[config.mk]
export PLATFORM = sky130hd
export DESIGN_NAME = i2c_reg_ctrl_flat
export DESIGN_NICKNAME = d
export VERILOG_FILES = /design/src/rtl/i2c_pkg.sv /design/src/rtl/i2c_reg_ctrl_if.sv /design/src/rtl/i2c_reg_ptr.sv /design/src/rtl/i2c_reg_ctrl.sv /design/src/flat_wrapper.sv
export SDC_FILE = /design/constraint.sdc
export NUM_CORES = 1
export LEC_CHECK = 0
export ABC_AREA = 1
export CAP_MARGIN = 10
export CORE_MARGIN = 4
export CORE_UTILIZATION = 54
export CTS_BUF_LIST = sky130_fd_sc_hd__clkbuf_2 sky130_fd_sc_hd__clkbuf_4 sky130_fd_sc_hd__clkbuf_8
export DETAILED_ROUTE_END_ITERATION = 6
export PLACE_DENSITY = 0.87
export SYNTH_ARGS = -nofsm -noshare
export SYNTH_HDL_FRONTEND = slang
export SYNTH_SLANG_ARGS = --single-unit
export TNS_END_PERCENT = 1
[constraint.sdc]
create_clock -name clk -period 3.9 [get_ports clk]
set_input_delay 0.78 -clock clk [delete_from_list [all_inputs] [get_ports clk]]
set_output_delay 0.78 -clock clk [all_outputs]
set_load 0.02 [all_outputs]
[src/rtl/i2c_pkg.sv]
// Shared types for the I2C register sequencer: FSM states,
// strobe event encoding and the idle/timeout fill byte.
package i2c_pkg;

    typedef enum logic [2:0] {
        IDLE,
        PTR,
        WR_HOLD,
        WR_BUS,
        RD_BUS,
        RD_HOLD
    } state_t;

    typedef enum logic [2:0] {
        EV_NONE,
        EV_ADDR,
        EV_RX,
        EV_TX,
        EV_ERR
    } ev_kind_t;

    typedef struct packed {
        ev_kind_t   kind;
        logic [7:0] data;
    } ev_t;

    localparam int         RW_BIT    = 0;
    localparam logic [7:0] FILL_BYTE = 8'hFF;

endpackage

[src/rtl/i2c_reg_ctrl_if.sv]
// I2C slave strobes on one side, register bus on the other.
// The controller uses master; the slave/register bank side uses slave.
interface i2c_reg_ctrl_if #(
    parameter int REG_ADDR_W = 8
);
    logic [7:0]            i2c_addr_rw;
    logic                  i2c_addr_rw_valid_stb;
    logic [7:0]            i2c_data_rx;
    logic                  i2c_data_rx_valid_stb;
    logic                  i2c_data_tx_done_stb;
    logic                  i2c_error_stb;
    logic                  stall;
    logic [7:0]            i2c_data_tx;
    logic [REG_ADDR_W-1:0] reg_addr;
    logic [7:0]            reg_wdata;
    logic                  reg_req;
    logic                  reg_we;
    logic [7:0]            reg_rdata;
    logic                  reg_ack;
    logic                  err_stb;

    modport master (
        input  i2c_addr_rw, i2c_addr_rw_valid_stb,
        input  i2c_data_rx, i2c_data_rx_valid_stb,
        input  i2c_data_tx_done_stb, i2c_error_stb,
        input  reg_rdata, reg_ack,
        output stall, i2c_data_tx,
        output reg_addr, reg_wdata, reg_req, reg_we,
        output err_stb
    );

    modport slave (
        output i2c_addr_rw, i2c_addr_rw_valid_stb,
        output i2c_data_rx, i2c_data_rx_valid_stb,
        output i2c_data_tx_done_stb, i2c_error_stb,
        output reg_rdata, reg_ack,
        input  stall, i2c_data_tx,
        input  reg_addr, reg_wdata, reg_req, reg_we,
        input  err_stb
    );

endinterface

[src/rtl/i2c_reg_ptr.sv]
// Register pointer: load from the first written byte,
// increment after each access, wraps modulo 2^W.
module i2c_reg_ptr #(
    parameter int W = 8
) (
    input  logic         clk,
    input  logic         rst,
    input  logic         load,
    input  logic         inc,
    input  logic [W-1:0] din,
    output logic [W-1:0] ptr
);

    always_ff @(posedge clk or posedge rst) begin
        if (rst) begin
            ptr <= '0;
        end else if (load) begin
            ptr <= din;
        end else if (inc) begin
            ptr <= ptr + W'(1);
        end
    end

endmodule

[src/rtl/i2c_reg_ctrl.sv]
// I2C byte strobes to register read/write sequencer with clock stretch.
// Optional access timeout: define I2C_REG_CTRL_TIMEOUT_EN.
module i2c_reg_ctrl
    import i2c_pkg::*;
#(
    parameter logic [6:0] I2C_ADDRESS = 7'h42,
    parameter int         REG_ADDR_W  = 8,
    parameter int         ACK_TIMEOUT = 255
) (
    input  logic clk,
    input  logic rst,
    i2c_reg_ctrl_if.master bus
);

    state_t          state;
    ev_t             pend;
    ev_t             live_ev;
    ev_t             ev;
    logic            stall_q;
    logic [7:0]      tx_q;
    logic            req_q;
    logic            we_q;
    logic [7:0]      wdata_q;
    logic            in_bus;
    logic            addr_hit;
    logic            tmo;
    logic            access_done;
    logic            ptr_load;
    logic            ptr_inc;
    logic [REG_ADDR_W-1:0] ptr;

    // One strobe per cycle is expected; error wins if they collide.
    always_comb begin
        live_ev.kind = EV_NONE;
        live_ev.data = 8'h00;
        if (bus.i2c_error_stb) begin
            live_ev.kind = EV_ERR;
        end else if (bus.i2c_addr_rw_valid_stb) begin
            live_ev.kind = EV_ADDR;
            live_ev.data = bus.i2c_addr_rw;
        end else if (bus.i2c_data_rx_valid_stb) begin
            live_ev.kind = EV_RX;
            live_ev.data = bus.i2c_data_rx;
        end else if (bus.i2c_data_tx_done_stb) begin
            live_ev.kind = EV_TX;
        end
    end

    assign in_bus = (state == WR_BUS) || (state == RD_BUS);
    assign ev = (live_ev.kind != EV_NONE) ? live_ev : pend;
    assign addr_hit = (ev.data[7:1] == I2C_ADDRESS);
    assign access_done = req_q && (bus.reg_ack || tmo);

    assign ptr_load = (state == PTR) && (ev.kind == EV_RX);
    assign ptr_inc = ((state == WR_BUS) && access_done)
                  || ((state == RD_HOLD) && (ev.kind == EV_TX));

    i2c_reg_ptr #(
        .W(REG_ADDR_W)
    ) u_ptr (
        .clk (clk),
        .rst (rst),
        .load(ptr_load),
        .inc (ptr_inc),
        .din (ev.data[REG_ADDR_W-1:0]),
        .ptr (ptr)
    );

    always_ff @(posedge clk or posedge rst) begin
        if (rst) begin
            state     <= IDLE;
            pend      <= '{kind: EV_NONE, data: 8'h00};
            stall_q   <= 1'b0;
            tx_q      <= FILL_BYTE;
            req_q     <= 1'b0;
            we_q      <= 1'b0;
            wdata_q   <= 8'h00;
        end else if (in_bus) begin
            // Accesses are never aborted; park any strobe until done.
            if (live_ev.kind != EV_NONE) begin
                pend <= live_ev;
            end
            if (access_done) begin
                req_q   <= 1'b0;
                stall_q <= 1'b0;
                if (state == RD_BUS) begin
                    tx_q  <= bus.reg_ack ? bus.reg_rdata : FILL_BYTE;
                    state <= RD_HOLD;
                end else begin
                    state <= WR_HOLD;
                end
            end
        end else begin
            pend <= '{kind: EV_NONE, data: 8'h00};
            unique case (ev.kind)
                EV_ERR: state <= IDLE;
                EV_ADDR: begin
                    if (!addr_hit) begin
                        state <= IDLE;
                    end else if (ev.data[RW_BIT]) begin
                        state   <= RD_BUS;
                        req_q   <= 1'b1;
                        we_q    <= 1'b0;
                        stall_q <= 1'b1;
                    end else begin
                        state <= PTR;
                    end
                end
                EV_RX: begin
                    if (state == PTR) begin
                        state <= WR_HOLD;
                    end else if (state == WR_HOLD) begin
                        wdata_q <= ev.data;
                        state   <= WR_BUS;
                        req_q   <= 1'b1;
                        we_q    <= 1'b1;
                        stall_q <= 1'b1;
                    end
                end
                EV_TX: begin
                    if (state == RD_HOLD) begin
                        state   <= RD_BUS;
                        req_q   <= 1'b1;
                        we_q    <= 1'b0;
                        stall_q <= 1'b1;
                    end
                end
                default: ;
            endcase
        end
    end

`ifdef I2C_REG_CTRL_TIMEOUT_EN
    localparam int CW = $clog2(ACK_TIMEOUT + 1);

    logic [CW-1:0] tmo_cnt;
    logic          err_q;

    assign tmo = req_q && !bus.reg_ack
              && (tmo_cnt == CW'(ACK_TIMEOUT - 1));

    always_ff @(posedge clk or posedge rst) begin
        if (rst) begin
            tmo_cnt <= '0;
            err_q   <= 1'b0;
        end else begin
            err_q <= tmo;
            if (!req_q || access_done) begin
                tmo_cnt <= '0;
            end else begin
                tmo_cnt <= tmo_cnt + CW'(1);
            end
        end
    end

    assign bus.err_stb = err_q;
`else
    localparam int unused_ack_timeout = ACK_TIMEOUT;

    assign tmo         = 1'b0;
    assign bus.err_stb = 1'b0;
`endif

    assign bus.stall       = stall_q;
    assign bus.i2c_data_tx = tx_q;
    assign bus.reg_req     = req_q;
    assign bus.reg_we      = we_q;
    assign bus.reg_wdata   = wdata_q;
    assign bus.reg_addr    = ptr;

endmodule

[src/flat_wrapper.sv]
// flat-port wrapper written by rule: the top's interface ports become plain ports
module i2c_reg_ctrl_flat import i2c_pkg::*;
#(
    parameter logic [6:0] I2C_ADDRESS = 7'h42,
    parameter int         REG_ADDR_W  = 8,
    parameter int         ACK_TIMEOUT = 255
)
  (clk, rst, bus_i2c_addr_rw, bus_i2c_addr_rw_valid_stb, bus_i2c_data_rx, bus_i2c_data_rx_valid_stb, bus_i2c_data_tx_done_stb, bus_i2c_error_stb, bus_reg_rdata, bus_reg_ack, bus_stall, bus_i2c_data_tx, bus_reg_addr, bus_reg_wdata, bus_reg_req, bus_reg_we, bus_err_stb);
  i2c_reg_ctrl_if #(.REG_ADDR_W(REG_ADDR_W)) bus_i ();
  input  logic clk;
  input  logic rst;
  input wire logic [$bits(bus_i.i2c_addr_rw)-1:0] bus_i2c_addr_rw;
  input wire logic [$bits(bus_i.i2c_addr_rw_valid_stb)-1:0] bus_i2c_addr_rw_valid_stb;
  input wire logic [$bits(bus_i.i2c_data_rx)-1:0] bus_i2c_data_rx;
  input wire logic [$bits(bus_i.i2c_data_rx_valid_stb)-1:0] bus_i2c_data_rx_valid_stb;
  input wire logic [$bits(bus_i.i2c_data_tx_done_stb)-1:0] bus_i2c_data_tx_done_stb;
  input wire logic [$bits(bus_i.i2c_error_stb)-1:0] bus_i2c_error_stb;
  input wire logic [$bits(bus_i.reg_rdata)-1:0] bus_reg_rdata;
  input wire logic [$bits(bus_i.reg_ack)-1:0] bus_reg_ack;
  output wire logic [$bits(bus_i.stall)-1:0] bus_stall;
  output wire logic [$bits(bus_i.i2c_data_tx)-1:0] bus_i2c_data_tx;
  output wire logic [$bits(bus_i.reg_addr)-1:0] bus_reg_addr;
  output wire logic [$bits(bus_i.reg_wdata)-1:0] bus_reg_wdata;
  output wire logic [$bits(bus_i.reg_req)-1:0] bus_reg_req;
  output wire logic [$bits(bus_i.reg_we)-1:0] bus_reg_we;
  output wire logic [$bits(bus_i.err_stb)-1:0] bus_err_stb;
  assign bus_i.i2c_addr_rw = bus_i2c_addr_rw;
  assign bus_i.i2c_addr_rw_valid_stb = bus_i2c_addr_rw_valid_stb;
  assign bus_i.i2c_data_rx = bus_i2c_data_rx;
  assign bus_i.i2c_data_rx_valid_stb = bus_i2c_data_rx_valid_stb;
  assign bus_i.i2c_data_tx_done_stb = bus_i2c_data_tx_done_stb;
  assign bus_i.i2c_error_stb = bus_i2c_error_stb;
  assign bus_i.reg_rdata = bus_reg_rdata;
  assign bus_i.reg_ack = bus_reg_ack;
  assign bus_stall = bus_i.stall;
  assign bus_i2c_data_tx = bus_i.i2c_data_tx;
  assign bus_reg_addr = bus_i.reg_addr;
  assign bus_reg_wdata = bus_i.reg_wdata;
  assign bus_reg_req = bus_i.reg_req;
  assign bus_reg_we = bus_i.reg_we;
  assign bus_err_stb = bus_i.err_stb;
  i2c_reg_ctrl #(.I2C_ADDRESS(I2C_ADDRESS), .REG_ADDR_W(REG_ADDR_W), .ACK_TIMEOUT(ACK_TIMEOUT)) u_core (.clk(clk), .rst(rst), .bus(bus_i));
endmodule
== Word level (Yosys, flattened, before mapping) ==
Index checks and enable logic that the tools add are counted.

* Bits in registers: 40
* Input port bits: 31
* Output and inout bits: 28
* Word-level logic and storage cells: 81

* Add/subtract/negate cells: 1
* Eq/ne operators: 22
* Multiplexer cells: 32
* Bitwise gates (word level): 2
* Reductions and logical operators: 16

{| class="wikitable"
|+ Operator list
! kind !! number
|-
| $mux 8 || 5
|-
| $mux 11 || 3
|-
| $mux 3 || 9
|-
| $reduce_and 7->1 || 2
|-
| $eq 3x2->1 const B || 4
|-
| $pmux 3 s4 || 1
|-
| $mux 1 || 10
|-
| $eq 3x3->1 const B || 3
|-
| $ne 3x1->1 const B || 3
|-
| $add 8x1->8 const B || 1
|-
| $reduce_and 4->1 || 2
|-
| $eq 7x7->1 const B || 1
|-
| $eq 3x1->1 const B || 2
|-
| $ne 2x1->1 const B || 3
|-
| $ne 2x2->1 const B || 3
|-
| $ne 3x2->1 const B || 2
|-
| $pmux 1 s3 || 2
|-
| $reduce_bool 3->1 || 2
|-
| $reduce_bool 5->1 || 1
|-
| $logic_and 1x1->1 || 4
|-
| $mux 2 || 2
|-
| $ne 4x2->1 const B || 1
|-
| $reduce_bool 4->1 || 1
|-
| $reduce_and 3->1 || 1
|-
| 3 further kinds || 5
|}

== Longest topological paths before layout ==
Gate-level depths: netlist of the first run.

* Word-level depth: 11
* Mapped depth: 14

== Modules after synthesis ==
From an unflattened synthesis of the first run, not the netlist that was laid out.

* Cell total of the unflattened synthesis: 279
* Area, all modules: 2244.7 sq um

{| class="wikitable"
|+ By module, submodules not included
! module !! instances !! cells an instance !! area each (sq um)
|-
| i2c_reg_ctrl || 1 || 215 || 1754.2
|-
| i2c_reg_ptr || 1 || 64 || 490.5
|}

== Worst setup path before layout of the first run ==
OpenSTA, ideal clock, no wires.

* Kind: input-to-reg
* Start point: input port bus_i2c_addr_rw_valid_stb
* End point: register u_core.u_ptr.ptr[0]
* Data arrival time: 1.934 ns
* Setup slack: 1.848 ns
* Stages on the path: 12
* Cell sequence: buf_6 > nor2_8 > nand2_4 > nor2_1 > nor2_4 > nor2_4 > nand2_4 > buf_6 > nand2_1 > o21ai_1 > nand2_1 > o21ai_2

* Longest elaborated chain between the ends: 8
* Elaborated cells between the ends (all ways): 12

{| class="wikitable"
|+ RTL lines
! element !! RTL line !! source
|-
| from (decl) || flat_wrapper.sv:13 || <nowiki>input wire logic [$bits(bus_i.i2c_addr_rw_valid_stb)-1:0] bus_i2c_addr_rw_valid_stb;</nowiki>
|-
| $mux 11 (*) || i2c_reg_ctrl.sv:38 || <nowiki>end else if (bus.i2c_addr_rw_valid_stb) begin</nowiki>
|-
| $mux 3 || i2c_reg_ctrl.sv:36 || <nowiki>if (bus.i2c_error_stb) begin</nowiki>
|-
| $reduce_bool 3->1 || i2c_reg_ctrl.sv:50 || <nowiki>assign ev = (live_ev.kind != EV_NONE) ? live_ev : pend;</nowiki>
|-
| $mux 11 (*) || i2c_reg_ctrl.sv:50 ||
|-
| $eq 3x2->1 || i2c_reg_ctrl.sv:56 || <nowiki>|| ((state == RD_HOLD) && (ev.kind == EV_TX));</nowiki>
|-
| $logic_and 1x1->1 || i2c_reg_ctrl.sv:56 ||
|-
| $logic_or 1x1->1 || i2c_reg_ctrl.sv:56 ||
|-
| $reduce_bool 2->1 (no source line) || n/a ||
|-
| to (signal assigned) || i2c_reg_ptr.sv:18 || <nowiki>ptr <= din;</nowiki>
|-
| to (signal assigned) || i2c_reg_ptr.sv:20 || <nowiki>ptr <= ptr + W'(1);</nowiki>
|-
| to (decl) || i2c_reg_ptr.sv:11 || <nowiki>output logic [W-1:0] ptr</nowiki>
|}

Mark *: on every way between the ends. The rest lies on a longest branch, timed or not.
A chain may end at the register's enable or synchronous reset.

== Final worst setup path of the first run ==
* Start point: input port bus_i2c_addr_rw_valid_stb
* End point: register u_core.u_ptr.ptr[2]

The elaborated chain is that of the path after synthesis.

==> results of run 1 <==
[state kept, by name (all words and copies together) (netlist names)]
| signal | cells |
|---|---|
| u_core.bus.reg_we | 1 |
| u_core.bus.i2c_data_tx | 8 |
| u_core.bus.reg_wdata | 8 |
| u_core.pend | 11 |
| u_core.state | 3 |
| u_core.u_ptr.ptr | 8 |
| u_core.bus.stall | 1 |
[routing by layer]
metal	part of all wire [%]	vias to the layer above
met4	2.3	0
met5	0	-
met1	41	921
li1	-	1015
met3	8.3	14
met2	48	72
[where the power goes]
part           total, mW  internal [mW]  switching (mW)
clock network      0.338          0.189           0.149
logic              0.875          0.387           0.488
registers          0.680          0.577           0.103
total               1.89           1.15           0.740
[through the flow]
stage | worst slack, ns | instances | utilization [%]
floorplan | 1.848 | 287 | -
global placement | 0.9668 | 387 | 70.49
detailed placement | 0.9041 | 387 | 70.49
CTS | 1.135 | 395 | 73.23
global route | 0.9907 | 395 | 73.23
finish | 1.164 | 395 | 73.23
[layout make-up]
class	count	area share, %
Sequential cell	40	34.02
Multi-Input combinational cell	197	35.28
Clock buffer	5	2.316
Tap cell	50	2.105
Inverter	42	5.389
Clock inverter	3	1.432
Timing Repair Buffer	58	19.45
[cell usage in the layout (no fill, tap or decap), drive strengths merged]
cell           instances
nand2                 86
clkdlybuf4s50         57
inv                   42
dfrtp                 32
o21ai                 31
nor2                  28
nand3                 18
mux2                   8
dfstp                  8
nand4                  6
nor3                   6
xor2                   5
clkbuf                 5
a21oi                  4
o211ai                 1
xnor2                  1
o21bai                 1
ha                     1
conb                   1
bufinv                 1
clkinv                 1
clkinvlp               1
buf                    1
[worst min-delay path: stages (launching register included)]
cell and delay (ns):
dfrtp_1 0.35, nand2_1 0.05, o21ai_0 0.06
[logic make-up (layout without fill, tap and decap cells)]
logic type | count (synthesis) | after routing | share of synthesized area [%]
simple gates | 144 | 144 | 28.86
buf+inv | 50 | 108 | 9.857
flops | 40 | 40 | 44.25
compound gates | 37 | 37 | 10.08
mux | 8 | 8 | 3.943
xor+xnor | 6 | 6 | 2.300
fa+ha+maj | 1 | 1 | 0.5476
other cells | 1 | 1 | 0.1641
[worst min path at each step]
stage | from | endpoint | slack, ns | cells after the start
floorplan | u_core.pend[9] | u_core.pend[9] | 0.55 | 2
global placement | u_core.bus.reg_wdata[5] | u_core.bus.reg_wdata[5] | 0.47 | 2
detailed placement | u_core.bus.reg_wdata[5] | u_core.bus.reg_wdata[5] | 0.47 | 2
CTS | u_core.bus.reg_wdata[5] | u_core.bus.reg_wdata[5] | 0.49 | 2
global route | u_core.bus.reg_wdata[5] | u_core.bus.reg_wdata[5] | 0.52 | 2
finish | u_core.bus.reg_wdata[5] | u_core.bus.reg_wdata[5] | 0.49 | 2
==> results.py, run 1 <==
metrics = {
    "synthesis": {
        "synth.distinct_cells": 32,
        "yosys.area.top_type": "dfrtp_1",
        "synth_top_area_share_pct": 35.05,
        "synth_warnings": 0,
        "synth-edff-count": 0,
        "synth-seq-cells": 40,
        "async_reset_ff_share_pct": 100.0,
        "synth_area_leaders": "dfrtp_1, nand2_1, dfstp_2, inv_1, nand3_1",
        "yosys-top-cells-count": "nand2_1, inv_1, dfrtp_1, nor2_1, nand3_1",
        "synth_flop_cell": "dfrtp_1",
        "synth.most_common_cell": "nand2_1",
        "syn-cell-area_mm2": 0.002285,
        "syn_avg_cell_area_um2": 7.961,
        "yosysSeqAreaShare_pct": 44.25,
        "syn-instance-count": 287,
        "syn_nets": 319,
    },
    "final_layout": {
        "nets": 376,
        "fillers": 322,
        "synthToLayoutAreaGrowth_pct": 30.07,
        "ff_latch_area_mm2": 0.001011,
        "final_area_mm2": 0.002972,
        "multi_input_area_mm2": 0.001049,
        "drive_gt1_share_pct": 14.20,
        "diodes": 0,
    },
    "cts": {
        "clk-insertion-delay-late_ns": 0.29,
        "cts_buffer_depth": 2,
        "cts_tree": "built",
        "path_clk_slew_ns": 0.07,
        "cts_num_sinks": 40,
        "cts-root-buf": "clkbuf_8",
        "post_cts_resize_count": 0,
        "cts_setup_buffers": 0,
        "h-tree-depth": 2,
        "cts_hold_buf": 0,
        "cts_buffers": 5,
    },
    "critical_path": {
        "end_kind": "flop",
        "max_stage_delay_ns": 0.79,
        "r2r_start": "u_core.state[0]",
        "worstPathCellList": "clkdlybuf4s50_1, inv_4, a21oi_1, inv_1, nor2_4, nor2_4, nand2_4, inv_2, o21ai_0, nand2_1, o21ai_1",
        "crit_path_end": "u_core.u_ptr.ptr[2]",
        "crit_path_frequent_cell": "nor2_4",
        "r2r-end": "u_core.state[1]",
        "ff2ff_path_depth": 9,
        "required_ns": 4.11,
        "crit_arrival_ns": 2.95,
        "crit_start": "bus_i2c_addr_rw_valid_stb",
        "worst-setup-path-type": "in2reg",
        "start_kind": "input pin",
        "cp_top_family": "buffers and inverters",
        "crit_slowest_cell": "clkdlybuf4s50_1",
        "rrSetupSlack_ns": 1.92,
        "crit_buf_inv": 4,
        "critPathMaxFanout": 12,
        "cp_num_cells": 11,
    },
    "detailed_routing": {
        "avgViaCountPerCell": 5.119,
        "drt_iter0_markers": 153,
        "vias": 2022,
        "first_pass_iters": 4,
        "ant_nets": 0,
        "drt_wl_total_um": 5336,
        "post_drt_wl_per_cell_um": 13.51,
        "drc": 0,
    },
    "sta": {
        "finalHoldViolCount": 0,
        "slew_viol_final": 0,
        "fmax_mhz": 365.5,
        "maxSlewHeadroom_pct": 63.14,
        "layout_min_cycle_time_ns": 2.736,
        "rsz0062_at_grt": "false",
        "clock_skew_ns": 0.01008,
        "hold_slack_ns": 0.4916,
        "tns_ns": 0,
        "worst_pin_slew_ns": 0.5523,
        "finalSetupViolations": 0,
        "finalCritPeriodShare_pct": 70.16,
    },
    "pwr": {
        "ir_drop_mv": 0.5101,
        "power_density_mw_per_mm2": 637.2,
        "power_mw": 1.894,
        "leakage_nw": 1.416,
    },
    "floorplan": {
        "num_rows": 23,
        "core-area_mm2": 0.004058,
        "dieArea_mm2": 0.005336,
        "ios": 59,
        "die_w_um": 73.05,
        "start_util_pct": 56.31,
        "fp.dieH_um": 73.05,
    },
    "global_route": {
        "grt_util_met3_pct": 5.923,
        "grt_pass1_vias": 2007,
        "globalRouteOverflowTotal": 0,
        "grt-busiest-layer": "met2",
        "antenna_found_initial": 0,
        "met2_usage_pct": 35.65,
        "grt_max_degree": 27,
        "grtUsageMet1_pct": 26.26,
        "grt_pass1_wl_um": 8956,
        "grt_usage_pct": 21.27,
    },
    "placed_design": {
        "numPortBuffers": 57,
        "gp_congestion": 0.8945,
        "hpwl_um": 3908,
        "placed_area_mm2": 0.002860,
    },
    "min_path": {
        "holdCritPathClass": "reg2reg",
    },
    "run_status": {
        "outcome": "completed",
    },
    "job": {
        "cap_violations": 0,
    },
}
No activity file was read; power rests on OpenSTA's default activity.
==> run 2, diff against run 1 <==
CORE_UTILIZATION = 46   (was 54)
PLACE_DENSITY = 0.79   (was 0.87)
clock period = 2.3 ns   (was 3.9 ns; I/O delays follow)
==> results.py, run 2 (synthesis results as in run 1) <==
metrics = {
    "final_layout": {
        "nets": 395,
        "synthToLayoutAreaGrowth_pct": 37.35,
        "layout_commonest_cell": "nand2_1",
        "top_register": "u_core.pend",
        "largest_reg_flops": 11,
        "drive_gt1_share_pct": 18.68,
        "final_area_mm2": 0.003138,
        "final_cell_mix": "nand2_1, clkdlybuf4s50_1, inv_1",
        "diodes": 0,
    },
    "global_route": {
        "grt_pass1_wl_um": 8769,
        "grt_max_degree": 41,
        "globalRouteOverflowTotal": 0,
        "grt_usage_pct": 17.85,
        "grt_pass1_vias": 1949,
        "antenna_found_initial": 0,
    },
    "detailed_routing": {
        "drc": 0,
        "drt_wl_total_um": 5254,
        "ant_nets": 0,
        "avgViaCountPerCell": 4.826,
        "post_drt_wl_per_cell_um": 12.19,
        "first_pass_iters": 5,
        "drt_iter0_markers": 71,
        "vias": 2080,
    },
    "critical_path": {
        "start_kind": "input pin",
        "worst-setup-path-type": "in2reg",
        "worstPathCellList": "clkdlybuf4s50_1, buf_4, inv_2, nand2_1, o21ai_2, nor2_4, inv_2, nor2_2, inv_2, o211ai_4, nand2_1, o21ai_1",
        "critPathMaxFanout": 16,
        "crit_path_frequent_cell": "inv_2",
        "required_ns": 2.51,
        "end_kind": "flop",
        "crit_slowest_cell": "clkdlybuf4s50_1",
        "max_stage_delay_ns": 0.48,
        "crit_arrival_ns": 2.28,
    },
    "pwr": {
        "power_density_mw_per_mm2": 995.0,
        "leakage_nw": 1.507,
        "ir_drop_mv": 0.8636,
    },
    "floorplan": {
        "die_w_um": 78.48,
        "dieArea_mm2": 0.006158,
        "ios": 59,
        "num_rows": 25,
        "start_util_pct": 48.05,
        "core-area_mm2": 0.004755,
        "fp.dieH_um": 78.48,
    },
    "sta": {
        "layout_min_cycle_time_ns": 2.072,
        "clock_skew_ns": 0.003743,
        "maxSlewHeadroom_pct": 65.92,
        "fmax_mhz": 482.6,
        "rsz0062_at_grt": "false",
        "worst_pin_slew_ns": 0.5073,
        "finalHoldViolCount": 0,
        "finalCritPeriodShare_pct": 90.09,
        "slew_viol_final": 0,
        "tns_ns": 0,
        "finalSetupViolations": 0,
    },
    "cts": {
        "cts-root-buf": "clkbuf_8",
        "post_cts_resize_count": 0,
        "cts_buffer_depth": 2,
        "h-tree-depth": 2,
        "path_clk_slew_ns": 0.07,
        "clk-insertion-delay-late_ns": 0.29,
        "cts_tree": "built",
        "cts_buffers": 5,
        "cts_num_sinks": 40,
        "cts_setup_buffers": 0,
        "cts_hold_buf": 0,
    },
    "placed_design": {
        "gp_congestion": 0.8607,
        "hpwl_um": 4066,
        "placed_area_mm2": 0.003049,
        "numPortBuffers": 57,
    },
    "run_status": {
        "outcome": "completed",
    },
    "job": {
        "cap_violations": 0,
    },
    "min_path": {
        "holdCritPathClass": "reg2reg",
    },
}
## run 2: cell count changes in the layout (fill, tap and decap cells not counted)
| cell | before | now |
|---|---|---|
| buf_4 | 1 | 18 |
| clkbuf_4 | 0 | 1 |
| buf_12 | 0 | 2 |
| bufinv_16 | 1 | 0 |
## run 2: layer usage
metal	part of all wire [%]	wire length [um]	GRT usage [%]	vias up
met4	1.8	95	6.119	0
met5	0	0	0	-
met1	44	2291	21.49	937
li1	-	-	-	1054
met3	8.6	452	6.651	12
met2	46	2415	29.37	77
## run 2: final timing paths
path / startpoint / end / slack, ns / cells past startpoint
setup / recovery: bus_i2c_data_rx_valid_stb / u_core.u_ptr.ptr[4] / 0.23 / 12
hold / removal: u_core.bus.reg_wdata[0] / u_core.bus.reg_wdata[0] / 0.49 / 2
setup reg to reg: u_core.state[0] / u_core.state[1] / 0.41 / 9
hold reg to reg: u_core.bus.reg_wdata[0] / u_core.bus.reg_wdata[0] / 0.49 / 2
max in group asynchronous: rst / u_core.bus.i2c_data_tx[0] / 1.34 / 3
min in group asynchronous: rst / u_core.u_ptr.ptr[1] / 0.59 / 3
## run 2: power breakdown
group | switching, mW | internal, mW | total (mW)
clock | 0.245 | 0.224 | 0.468
sequential | 0.175 | 0.979 | 1.15
combinational | 0.818 | 0.682 | 1.50
total | 1.24 | 1.88 | 3.12
## run 2: metrics by stage
| stage | hold slack (ns) | power, mW | utilization (%) | std cells | setup WS, ns |
|---|---|---|---|---|---|
| final | 0.4896 | 3.122 | 66.00 | 431 | 0.2280 |
| after global placement | 0.4694 | 2.620 | 64.13 | 423 | -0.02399 |
| after floorplan | 0.5455 | 2.074 | - | 287 | 0.5683 |
| after detailed placement | 0.4759 | 2.667 | 64.13 | 423 | -0.08951 |
| after CTS | 0.4943 | 3.151 | 66.00 | 431 | 0.2171 |
| after global routing | 0.5062 | 3.343 | 66.00 | 431 | 0.03024 |
## run 2: worst max-delay path, delay by kind of cell
kind                   cells  cell delay, ns
AO/OA/AOI/OAI              3            0.59
buffers and inverters      5            0.82
AND/OR/NAND/NOR            4            0.42
## run 2: cell type report
cell class	count	area, um^2
inverters	42	160.2
flip-flops and latches	40	1011
fillers	435	1617
well taps	67	83.83
clock buffers	6	76.32
clock inverters	2	12.51
repair buffers	77	745.7
multi-input cells	197	1049
